File: config.mk
export PLATFORM = sky130hd
export DESIGN_NAME = ep_fifo_ram
export DESIGN_NICKNAME = d
export VERILOG_FILES = /design/src/rtl/ep_fifo_pkg.sv /design/src/rtl/ep_ram_sdp.sv /design/src/rtl/ep_fifo_ram.sv
export SDC_FILE = /design/constraint.sdc
export NUM_CORES = 1
export LEC_CHECK = 0
export BUFFER_PORTS_ARGS = -buffer_cell sky130_fd_sc_hd__buf_2
export CAP_MARGIN = 30
export CORE_ASPECT_RATIO = 2
export CORE_MARGIN = 1
export CORE_UTILIZATION = 56
export DETAILED_ROUTE_END_ITERATION = 7
export GPL_TIMING_DRIVEN = 0
export PLACE_DENSITY = 0.75
export SLEW_MARGIN = 20
export SYNTH_ARGS = -nofsm -noshare
export SYNTH_HDL_FRONTEND = slang
export SYNTH_SLANG_ARGS = --single-unit
File: constraint.sdc
create_clock -name Clock -period 3.77 [get_ports Clock]
set_input_delay 0.377 -clock Clock [delete_from_list [all_inputs] [get_ports Clock]]
set_output_delay 0.377 -clock Clock [all_outputs]
set_load 0.01 [all_outputs]
File: src/rtl/ep_fifo_pkg.sv
// rtl/ep_fifo_pkg.sv - shared constants and width helpers for the endpoint FIFO RAM
//
// Default geometry of the endpoint FIFO block and the log2 helper used to
// derive pointer and occupancy widths from it.
//   DEF_DATA_W   : default payload word width
//   DEF_NUM_EP   : default number of endpoint channels
//   DEF_EP_DEPTH : default entries per endpoint
//   clog2()      : ceiling log2, usable in constant expressions
//   ptr_w()      : pointer width for a given per-endpoint depth
//   cnt_w()      : occupancy width (one extra bit so "full" is representable)
package ep_fifo_pkg;

    localparam int DEF_DATA_W   = 8;
    localparam int DEF_NUM_EP   = 4;
    localparam int DEF_EP_DEPTH = 16;

    function automatic int clog2(input int value);
        int result;
        int rem;
        result = 0;
        rem    = value - 1;
        while (rem > 0) begin
            result = result + 1;
            rem    = rem >> 1;
        end
        return result;
    endfunction

    function automatic int ptr_w(input int depth);
        return clog2(depth);
    endfunction

    function automatic int cnt_w(input int depth);
        return clog2(depth) + 1;
    endfunction

endpackage

File: src/rtl/ep_ram_sdp.sv
// rtl/ep_ram_sdp.sv - simple-dual-port RAM with one write port and one registered read port
//
// Ports:
//   clk    : rising-edge clock
//   rst_n  : asynchronous active-low reset (read data register only)
//   we     : write enable
//   waddr  : write address
//   wdata  : write data
//   re     : read enable; rdata updates one edge later, holds otherwise
//   raddr  : read address
//   rdata  : registered read data
//
// Storage is never reset. A read and a write to the same address in the same
// cycle return the old contents (read-before-write), which the FIFO relies on
// when a full endpoint is pushed and popped together.
module ep_ram_sdp #(
    parameter int DATA_W = 8,
    parameter int ADDR_W = 6
) (
    input  logic              clk,
    input  logic              rst_n,
    input  logic              we,
    input  logic [ADDR_W-1:0] waddr,
    input  logic [DATA_W-1:0] wdata,
    input  logic              re,
    input  logic [ADDR_W-1:0] raddr,
    output logic [DATA_W-1:0] rdata
);

    logic [DATA_W-1:0] mem [2**ADDR_W];

    always_ff @(posedge clk) begin
        if (we) begin
            mem[waddr] <= wdata;
        end
    end

    always_ff @(posedge clk or negedge rst_n) begin
        if (!rst_n) begin
            rdata <= '0;
        end else if (re) begin
            rdata <= mem[raddr];
        end
    end

endmodule

File: src/rtl/ep_fifo_ram.sv
// rtl/ep_fifo_ram.sv - shared RAM partitioned into NUM_EP independent ring FIFOs
//
// Optional feature macro: EP_BYPASS_EN (forward a push straight to the output
// when it meets a pop on the same, empty endpoint).
//
// Ports:
//   Clock        : rising-edge clock
//   Reset        : asynchronous active-low reset
//   iWriteEnable : push request
//   iWriteEp     : endpoint targeted by the push
//   iDataIn      : push data
//   iReadEnable  : pop request
//   iReadEp      : endpoint to pop
//   iFlush       : flush request
//   iFlushEp     : endpoint to flush
//   oDataOut0    : popped data, valid the cycle after an accepted pop, held otherwise
//   oDataValid   : oDataOut0 carries freshly popped data this cycle
//   oFull        : per-endpoint full flag
//   oEmpty       : per-endpoint empty flag
//   oCount       : packed occupancy, endpoint k at [k*CNT_W +: CNT_W]
//   oWriteErr    : one-cycle pulse, a push was rejected because the endpoint was full
//   oReadErr     : one-cycle pulse, a pop was rejected because the endpoint was empty
module ep_fifo_ram
    import ep_fifo_pkg::*;
#(
    parameter  int DATA_W   = DEF_DATA_W,
    parameter  int NUM_EP   = DEF_NUM_EP,
    parameter  int EP_DEPTH = DEF_EP_DEPTH,
    localparam int EP_W     = clog2(NUM_EP),
    localparam int PTR_W    = ptr_w(EP_DEPTH),
    localparam int CNT_W    = cnt_w(EP_DEPTH)
) (
    input  logic                    Clock,
    input  logic                    Reset,
    input  logic                    iWriteEnable,
    input  logic [EP_W-1:0]         iWriteEp,
    input  logic [DATA_W-1:0]       iDataIn,
    input  logic                    iReadEnable,
    input  logic [EP_W-1:0]         iReadEp,
    input  logic                    iFlush,
    input  logic [EP_W-1:0]         iFlushEp,
    output logic [DATA_W-1:0]       oDataOut0,
    output logic                    oDataValid,
    output logic [NUM_EP-1:0]       oFull,
    output logic [NUM_EP-1:0]       oEmpty,
    output logic [NUM_EP*CNT_W-1:0] oCount,
    output logic                    oWriteErr,
    output logic                    oReadErr
);

    localparam int ADDR_W = EP_W + PTR_W;

    logic [PTR_W-1:0] wptr    [NUM_EP];
    logic [PTR_W-1:0] rptr    [NUM_EP];
    logic [CNT_W-1:0] cnt     [NUM_EP];
    logic [CNT_W-1:0] cnt_nxt [NUM_EP];

    logic flush_w;
    logic flush_r;
    logic same_ep;
    logic pop_ok;
    logic push_ok;
    logic fwd;
    logic werr_nxt;
    logic rerr_nxt;
    logic ram_we;
    logic [DATA_W-1:0] ram_q;

    // Request qualification. A flush on an endpoint swallows any push or pop
    // to that endpoint in the same cycle without raising an error.
    always_comb begin
        flush_w = iFlush && (iFlushEp == iWriteEp);
        flush_r = iFlush && (iFlushEp == iReadEp);
        same_ep = (iWriteEp == iReadEp);
        pop_ok  = iReadEnable && !oEmpty[iReadEp] && !flush_r;
        // A full endpoint still takes a push when it is popped in the same cycle.
        push_ok = iWriteEnable && !flush_w && (!oFull[iWriteEp] || (pop_ok && same_ep));
`ifdef EP_BYPASS_EN
        fwd     = iReadEnable && push_ok && same_ep && oEmpty[iReadEp] && !flush_r;
`else
        fwd     = 1'b0;
`endif
        werr_nxt = iWriteEnable && !flush_w && !push_ok;
        rerr_nxt = iReadEnable && !flush_r && oEmpty[iReadEp] && !fwd;
        // Forwarded data never touches the RAM.
        ram_we   = push_ok && !fwd;
    end

    always_comb begin
        for (int k = 0; k < NUM_EP; k++) begin
            cnt_nxt[k] = cnt[k];
            if (iFlush && (iFlushEp == EP_W'(k))) begin
                cnt_nxt[k] = '0;
            end else begin
                case ({ram_we && (iWriteEp == EP_W'(k)), pop_ok && (iReadEp == EP_W'(k))})
                    2'b10:   cnt_nxt[k] = cnt[k] + CNT_W'(1);
                    2'b01:   cnt_nxt[k] = cnt[k] - CNT_W'(1);
                    default: cnt_nxt[k] = cnt[k];
                endcase
            end
        end
    end

    // Pointers wrap naturally because EP_DEPTH is a power of two. On a
    // forwarded transfer both pointers advance so they stay equal (empty).
    always_ff @(posedge Clock or negedge Reset) begin
        if (!Reset) begin
            for (int k = 0; k < NUM_EP; k++) begin
                wptr[k] <= '0;
                rptr[k] <= '0;
                cnt[k]  <= '0;
            end
            oFull  <= '0;
            oEmpty <= '1;
        end else begin
            for (int k = 0; k < NUM_EP; k++) begin
                if (iFlush && (iFlushEp == EP_W'(k))) begin
                    wptr[k] <= '0;
                    rptr[k] <= '0;
                end else begin
                    if (push_ok && (iWriteEp == EP_W'(k))) begin
                        wptr[k] <= wptr[k] + PTR_W'(1);
                    end
                    if ((pop_ok || fwd) && (iReadEp == EP_W'(k))) begin
                        rptr[k] <= rptr[k] + PTR_W'(1);
                    end
                end
                cnt[k]    <= cnt_nxt[k];
                oFull[k]  <= (cnt_nxt[k] == CNT_W'(EP_DEPTH));
                oEmpty[k] <= (cnt_nxt[k] == '0);
            end
        end
    end

    always_ff @(posedge Clock or negedge Reset) begin
        if (!Reset) begin
            oDataValid <= 1'b0;
            oWriteErr  <= 1'b0;
            oReadErr   <= 1'b0;
        end else begin
            oDataValid <= pop_ok || fwd;
            oWriteErr  <= werr_nxt;
            oReadErr   <= rerr_nxt;
        end
    end

    ep_ram_sdp #(
        .DATA_W (DATA_W),
        .ADDR_W (ADDR_W)
    ) u_ram (
        .clk   (Clock),
        .rst_n (Reset),
        .we    (ram_we),
        .waddr ({iWriteEp, wptr[iWriteEp]}),
        .wdata (iDataIn),
        .re    (pop_ok),
        .raddr ({iReadEp, rptr[iReadEp]}),
        .rdata (ram_q)
    );

`ifdef EP_BYPASS_EN
    // Output source select: the last transfer decides whether the held value
    // comes from the RAM read register or the forwarding register.
    logic              byp_sel;
    logic [DATA_W-1:0] byp_data;

    always_ff @(posedge Clock or negedge Reset) begin
        if (!Reset) begin
            byp_sel  <= 1'b0;
            byp_data <= '0;
        end else if (fwd) begin
            byp_sel  <= 1'b1;
            byp_data <= iDataIn;
        end else if (pop_ok) begin
            byp_sel  <= 1'b0;
        end
    end

    assign oDataOut0 = byp_sel ? byp_data : ram_q;
`else
    assign oDataOut0 = ram_q;
`endif

    always_comb begin
        oCount = '0;
        for (int k = 0; k < NUM_EP; k++) begin
            oCount[k*CNT_W +: CNT_W] = cnt[k];
        end
    end

endmodule

======== After elaboration in Yosys (flattened, before gate mapping) ========
Memory sizes are Yosys's and may differ from the RTL's. A register that Yosys moved wholly into a read port is not among the register bits.
Cells that the tools add are included.
word-level totals
  register bits after elaboration ......... 63
  bits in writable memories ............... 512
  bits of input ports ..................... 19
  output and inout bits ................... 39
  logic and storage cells ................. 144
  memories ................................ 1
cells by class
  $add $sub $neg .......................... 16
  magnitude comparators ................... 4
  equal/unequal tests ..................... 24
  muxes and demuxes ....................... 36
  bitwise logic cells ..................... 2
  reductions and logical operators ........ 44
memory list
  name       words  bits a word  read ports  clocked after memory_dff  wr ports  line              source
  u_ram.mem  64     8            1           1                         1         ep_ram_sdp.sv:30  logic [DATA_W-1:0] mem [2**ADDR_W];
operator list
  kind                                                                          number
  4-bit 2-to-1 mux                                                              20
  5-bit one-hot mux with 2 select lines                                         4
  4-bit by 1-bit adder with 4-bit output, second input constant                 8
  1-bit logical AND                                                             22
  5-bit by 1-bit adder with 5-bit output, second input constant                 4
  2-bit == test, second input constant                                          10
  5-bit == test, second input constant                                          4
  5-bit zero test                                                               4
  5-bit 2-to-1 mux                                                              4
  5-bit by 1-bit subtractor with 5-bit output, second input constant            4
  4-bit binary-select mux with 2-bit select                                     2
  2-bit nonzero test                                                            8
  2-bit by 1-bit == test with 1-bit output, second input constant               7
  2-bit == test                                                                 3
  3-bit greater-or-equal comparator, second input constant                      2
  1-bit zero test                                                               6
  2-bit zero test                                                               3
  2-bit by 3-bit less-than comparator with 1-bit output, second input constant  2
  2-bit NOT with 3-bit output                                                   2
  1-bit binary-select mux with 2-bit select                                     2
  1-bit 2-to-1 mux                                                              4
  1-bit logical OR                                                              1

======== Depth between registers and ports, before layout ========
  depth after elaboration ................. 13
  depth in mapped cells ................... 19
  depth with buffers taken out ............ 17

======== By module ========
From an unflattened synthesis, not the netlist that was laid out.
second synthesis, totals
  cells, all modules ...................... 1,320
  area total of the unflattened synthesis .. 24,069.3 um2
modules (own cells, without submodules)
  module       times used  cells an instance  area an instance (um2)  seq. area each (um2)
  ep_ram_sdp   1           939                20,226.9                15,574.9
  ep_fifo_ram  1           381                3,842.4                 1,581.5

======== Worst setup path after synthesis ========
No wires, ideal clock.
  path kind ............................... input to register
  start point ............................. input port iReadEp[0]
  end point ............................... register oFull[2]
  library setup time ...................... 94 ps
  data arrival time ....................... 3,803 ps
  data required time ...................... 3,676 ps
  path slack .............................. -126 ps
  stages on the path ...................... 16
  path buffers ............................ 1
  cells stage by stage .................... mux4_2 > nand3b_1 > inv_2 > a31oi_1 > nor2_1 > nand2_1 > ha_1 > clkbuf_1 > xor2_1 > ha_1 > a21o_1 > xnor2_1 > o21ai_0 > a21oi_1 > or4_1 > a211oi_1
RTL lines
  element                          line                source
  from (decl)                      ep_fifo_ram.sv:39   input logic [EP_W-1:0] iReadEp,
  to (signal, indexed assignment)  ep_fifo_ram.sv:129  oFull[k] <= (cnt_nxt[k] == CNT_W'(EP_DEPTH));
  to (decl)                        ep_fifo_ram.sv:44   output logic [NUM_EP-1:0] oFull,

======== Worst setup path after layout ========
  start point ............................. register oEmpty[0]
  end point ............................... memory u_ram.mem[27][1], enable pin
between the ends
  word-level cells in the longest chain between the ends .. 10
ends and longest elaborated chain
  element                                    line                source
  from (decl)                                ep_fifo_ram.sv:45   output logic [NUM_EP-1:0] oEmpty,
  from (signal, indexed assignment)          ep_fifo_ram.sv:130  oEmpty[k] <= (cnt_nxt[k] == '0);
  1-bit binary-select mux with 2-bit select  ep_fifo_ram.sv:75   pop_ok = iReadEnable && !oEmpty[iReadEp] && !flush_r;
  1-bit 2-to-1 mux (implied by the code)     ep_fifo_ram.sv:75
  1-bit zero test                            ep_fifo_ram.sv:75
  1-bit logical AND (2 in series)            ep_fifo_ram.sv:75
  1-bit logical AND                          ep_fifo_ram.sv:77   push_ok = iWriteEnable && !flush_w && (!oFull[iWriteEp] || (pop_ok && same_ep));
  1-bit logical OR                           ep_fifo_ram.sv:77
  1-bit logical AND                          ep_fifo_ram.sv:77
  1-bit 2-to-1 mux                           ep_ram_sdp.sv:33    if (we) begin
  1-bit 2-to-1 mux (implied by the code)     ep_ram_sdp.sv:34    mem[waddr] <= wdata;
  to (decl)                                  ep_ram_sdp.sv:30
No other way between the ends. The select of a mux whose other input is x is not followed.

==> impl_results.md <==
* Post-Route WL at 66400 um
* Area delta synth->final at 14.4%
* WHS at 0.0631 ns
* Logic pwr share at 22.6%
* CP max FO at 8
* Final hold viol count at 0
* WL/cell at 28.9 um
* Post-synth top cells: edfxtp_1, nor2_1, nand2_1, mux2i_1, dfrtp_1
* Avg Cell Area, Syn at 15.4 um^2
* I/O Pins at 58
* Largest net degree at the start of global routing at 65
* Final Max Slew Viols at 0
* DRC Markers at 0
* Clk pwr share at 31.8%
* Worst setup SP type: flop
* Cell internal pwr at 11.8 mW
* Routed Antenna Nets at 0
* Prevailing post-synth register cell: edfxtp_1
* CP required at 3.99 ns
* R2R Path End: u_ram.mem[27][1]
* Crit-path slowest cell: nand2_1
* Reg power frac at 45.6%
* Most frequent cell after synthesis: edfxtp_1
* Post-synth top area cell: edfxtp_1
* Hold path cells at 2
* CTS max path bufs at 3
* Fin nets at 1754
* Yosys Warn Count at 0
* Share of layout cells above drive strength 1 at 21.2%
* Cells after synthesis at 1575
* Max IR drop VDD at 0.466 mV
* Flop-to-flop setup slack at -0.11 ns
* Via Count at 14900
* Fin crit share at 103%
* HP Class: primary input to flop
* Hold Path End: oReadErr
* Grt total ovfl at 0
* Area of the multi-input gates at 0.00700 mm^2
* Switch Pwr at 4.95 mW
* Status: finished, violations left
* Clk sinks at 583
* I/O Buffers at 57
* Net Count, Synth at 1614
* Initial antenna violation count at 1
* Slew Limit Headroom at 31.0%
* RR Startpoint: oEmpty[0]
* First-pass DRT Iterations at 5
* Die width at 149 um
* Max Clock Skew at 0.0153 ns
* Fillers at 2962
* Post-DP HPWL at 45500 um
* Leak at 9.39 nW
* Crit. End Element: flop
* Via density at 6.47
* Gr usage total at 30.8%
* Netlist Area Pre-Place at 0.0242 mm^2
* Final Wtd Congestion at 0.976
* Final min period at 3.88 ns
* Final Setup Violations at 106
* Slowest Stage Delay on Critical Path at 0.73 ns
* Worst-Skew Late Latency at 0.58 ns
* Fin area at 0.0277 mm^2
* Seq. cell area at 0.0172 mm^2
* Core region area at 0.0426 mm^2
* Die area at 0.0441 mm^2
* Critical hold path startpoint: iReadEnable
* Sequential area share after synthesis at 70.9%
* Num CTS Buffers at 47
* Failing checks: negative setup slack
* Total power draw at 16.7 mW
* Initial Util at 56.9%
* Asr flop ratio synth at 12.2%
* Crit path kind: flop to flop
* CTS tree: done
* Placement row count at 107
* Root Buffer: clkbuf_16
* Net Sw Frac at 29.6%
* Global-route wire length before repair at 95000 um
* Synth Register Bits at 583
* Slew at the pin closest to its max-slew limit at 1.04 ns
* Crit path max-delay family: simple AND/OR/NAND/NOR gates
* Buffer and inverter count on the worst path at 3
* DRT iter0 DRCs at 1411
* EDFF count, synth at 512
* Power Density at 605 mW/mm^2
* DP Area at 0.0254 mm^2
* Synth area leaders: edfxtp_1, dfrtp_1, mux2i_1, mux4_2, nor2_1
* Die extent in y at 296 um
* Crit path DAT at 4.10 ns
* R2R depth at 9
* Count of cell types in the netlist at 58
* Synth top area share at 63.5%
* Via count of the first global-routing pass at 15000
* Crit-path cells: mux4_2 > nand3b_1 > buf_6 > inv_8 > a31oi_4 > buf_4 > nor3b_1 > nand2_1 > nor2_2
* RSZ-0062 raised after global routing: yes
* Achievable Freq at 0.258 GHz
* Final WS setup at -0.109 ns
* Setup TNS at -4.81 ns
* Number of H-tree levels at 2
* Max Cap Viol at 0
* Clk slew on worst S/H paths at 0.07 ns
[placed cells by master, fill, tap and decap left out, types with 7 or more instances in the layout]
cell,count
edfxtp_1,512
nand2_1,128
mux2i_1,117
buf_2,78
nor2_1,76
dfrtp_1,67
nand3_1,58
mux4_2,52
nor2_2,52
clkbuf_16,51
clkbuf_1,43
buf_4,41
a211oi_1,37
a21oi_1,35
o21ai_0,27
a221oi_1,27
xor2_1,22
xnor2_1,19
a22oi_1,17
and2_0,15
inv_1,14
a31oi_1,14
ha_1,12
o211ai_1,11
and2_1,10
buf_6,9
nor2b_1,9
a21o_1,9
a2111oi_0,9
or3_1,8
nor3_1,8
bufinv_16,8
buf_1,7
a21oi_2,7
clkinv_1,7
[registers in the layout (all words and copies together) (netlist names)]
signal	count
oWriteErr	1
oReadErr	1
u_ram.mem	512
wptr	16
u_ram.rdata	8
oDataValid	1
oEmpty	4
oCount	20
oFull	4
rptr	16
[metrics by stage]
| step | instances | setup slack [ns] | util [%] |
|---|---|---|---|
| after floorplan | 1575 | -0.0130 | - |
| after global placement | 2177 | -1.56 | 59.2 |
| after detailed placement | 2185 | -1.73 | 59.6 |
| after CTS | 2281 | -0.0799 | 64.1 |
| after global routing | 2297 | -0.208 | 65.0 |
| final | 2297 | -0.109 | 65.0 |
[routing by layer]
| layer | up-vias | global-route usage [%] | share of wire, % |
|---|---|---|---|
| met3 | 267 | 5.15 | 7.1 |
| met2 | 821 | 54.9 | 53 |
| met4 | 0 | 25.8 | 9.5 |
| met5 | - | 0 | 0 |
| met1 | 7417 | 30.9 | 31 |
| li1 | 6366 | - | - |
[layout make-up]
type | instances | share of cell area [%]
Clock inverter | 26 | 1.23
Buffer | 82 | 1.48
Clock buffer | 59 | 4.75
Inverter | 18 | 0.271
Sequential cell | 583 | 62.0
Timing Repair Buffer | 98 | 2.53
Multi-Input combinational cell | 885 | 25.3
Antenna cell | 1 | 0.00904
Tap cell | 545 | 2.46
[power groups by stage]
stage | clock network, mW | logic, mW | registers, mW
2_1_floorplan | 0 | 2.10 | 7.75
3_3_place_gp | 0 | 3.40 | 7.75
4_1_cts | 5.31 | 3.64 | 7.62
5_1_grt | 5.52 | 3.99 | 7.66
3_5_place_dp | 0 | 3.52 | 7.76
6_report | 5.33 | 3.79 | 7.63
[repair_timing]
item,in CTS,in global routing
buffers inserted,14,15
hold endpoints to repair,17,0
resized for setup,59,66
hold buffers,1,0
pin swaps,8,18
endpoints found under the setup margin,542,357
[worst max-delay path by stage]
stage	startpoint	to	slack [ns]	depth (start not counted)
finish	oEmpty[0]	u_ram.mem[27][1]	-0.11	9
CTS	oEmpty[0]	oFull[1]	-0.08	16
global placement	iReadEp[0]	oFull[2]	-1.56	17
detailed placement	iReadEp[0]	oFull[2]	-1.73	17
floorplan	iReadEp[0]	oFull[1]	-0.01	16
global route	oEmpty[0]	oFull[1]	-0.21	17
[kinds of logic (layout without fill, tap and decap cells)]
logic type	after synthesis	after routing	share of synthesized area [%]
mux	173	173	9.86
other cells	0	1	0
xor+xnor	44	44	1.59
flops	583	583	70.9
fa+ha+maj	20	20	1.03
compound gates	233	233	6.65
buf+inv	107	283	2.05
simple gates	415	415	7.92
Note: power is estimated with default switching activity, not from simulation.
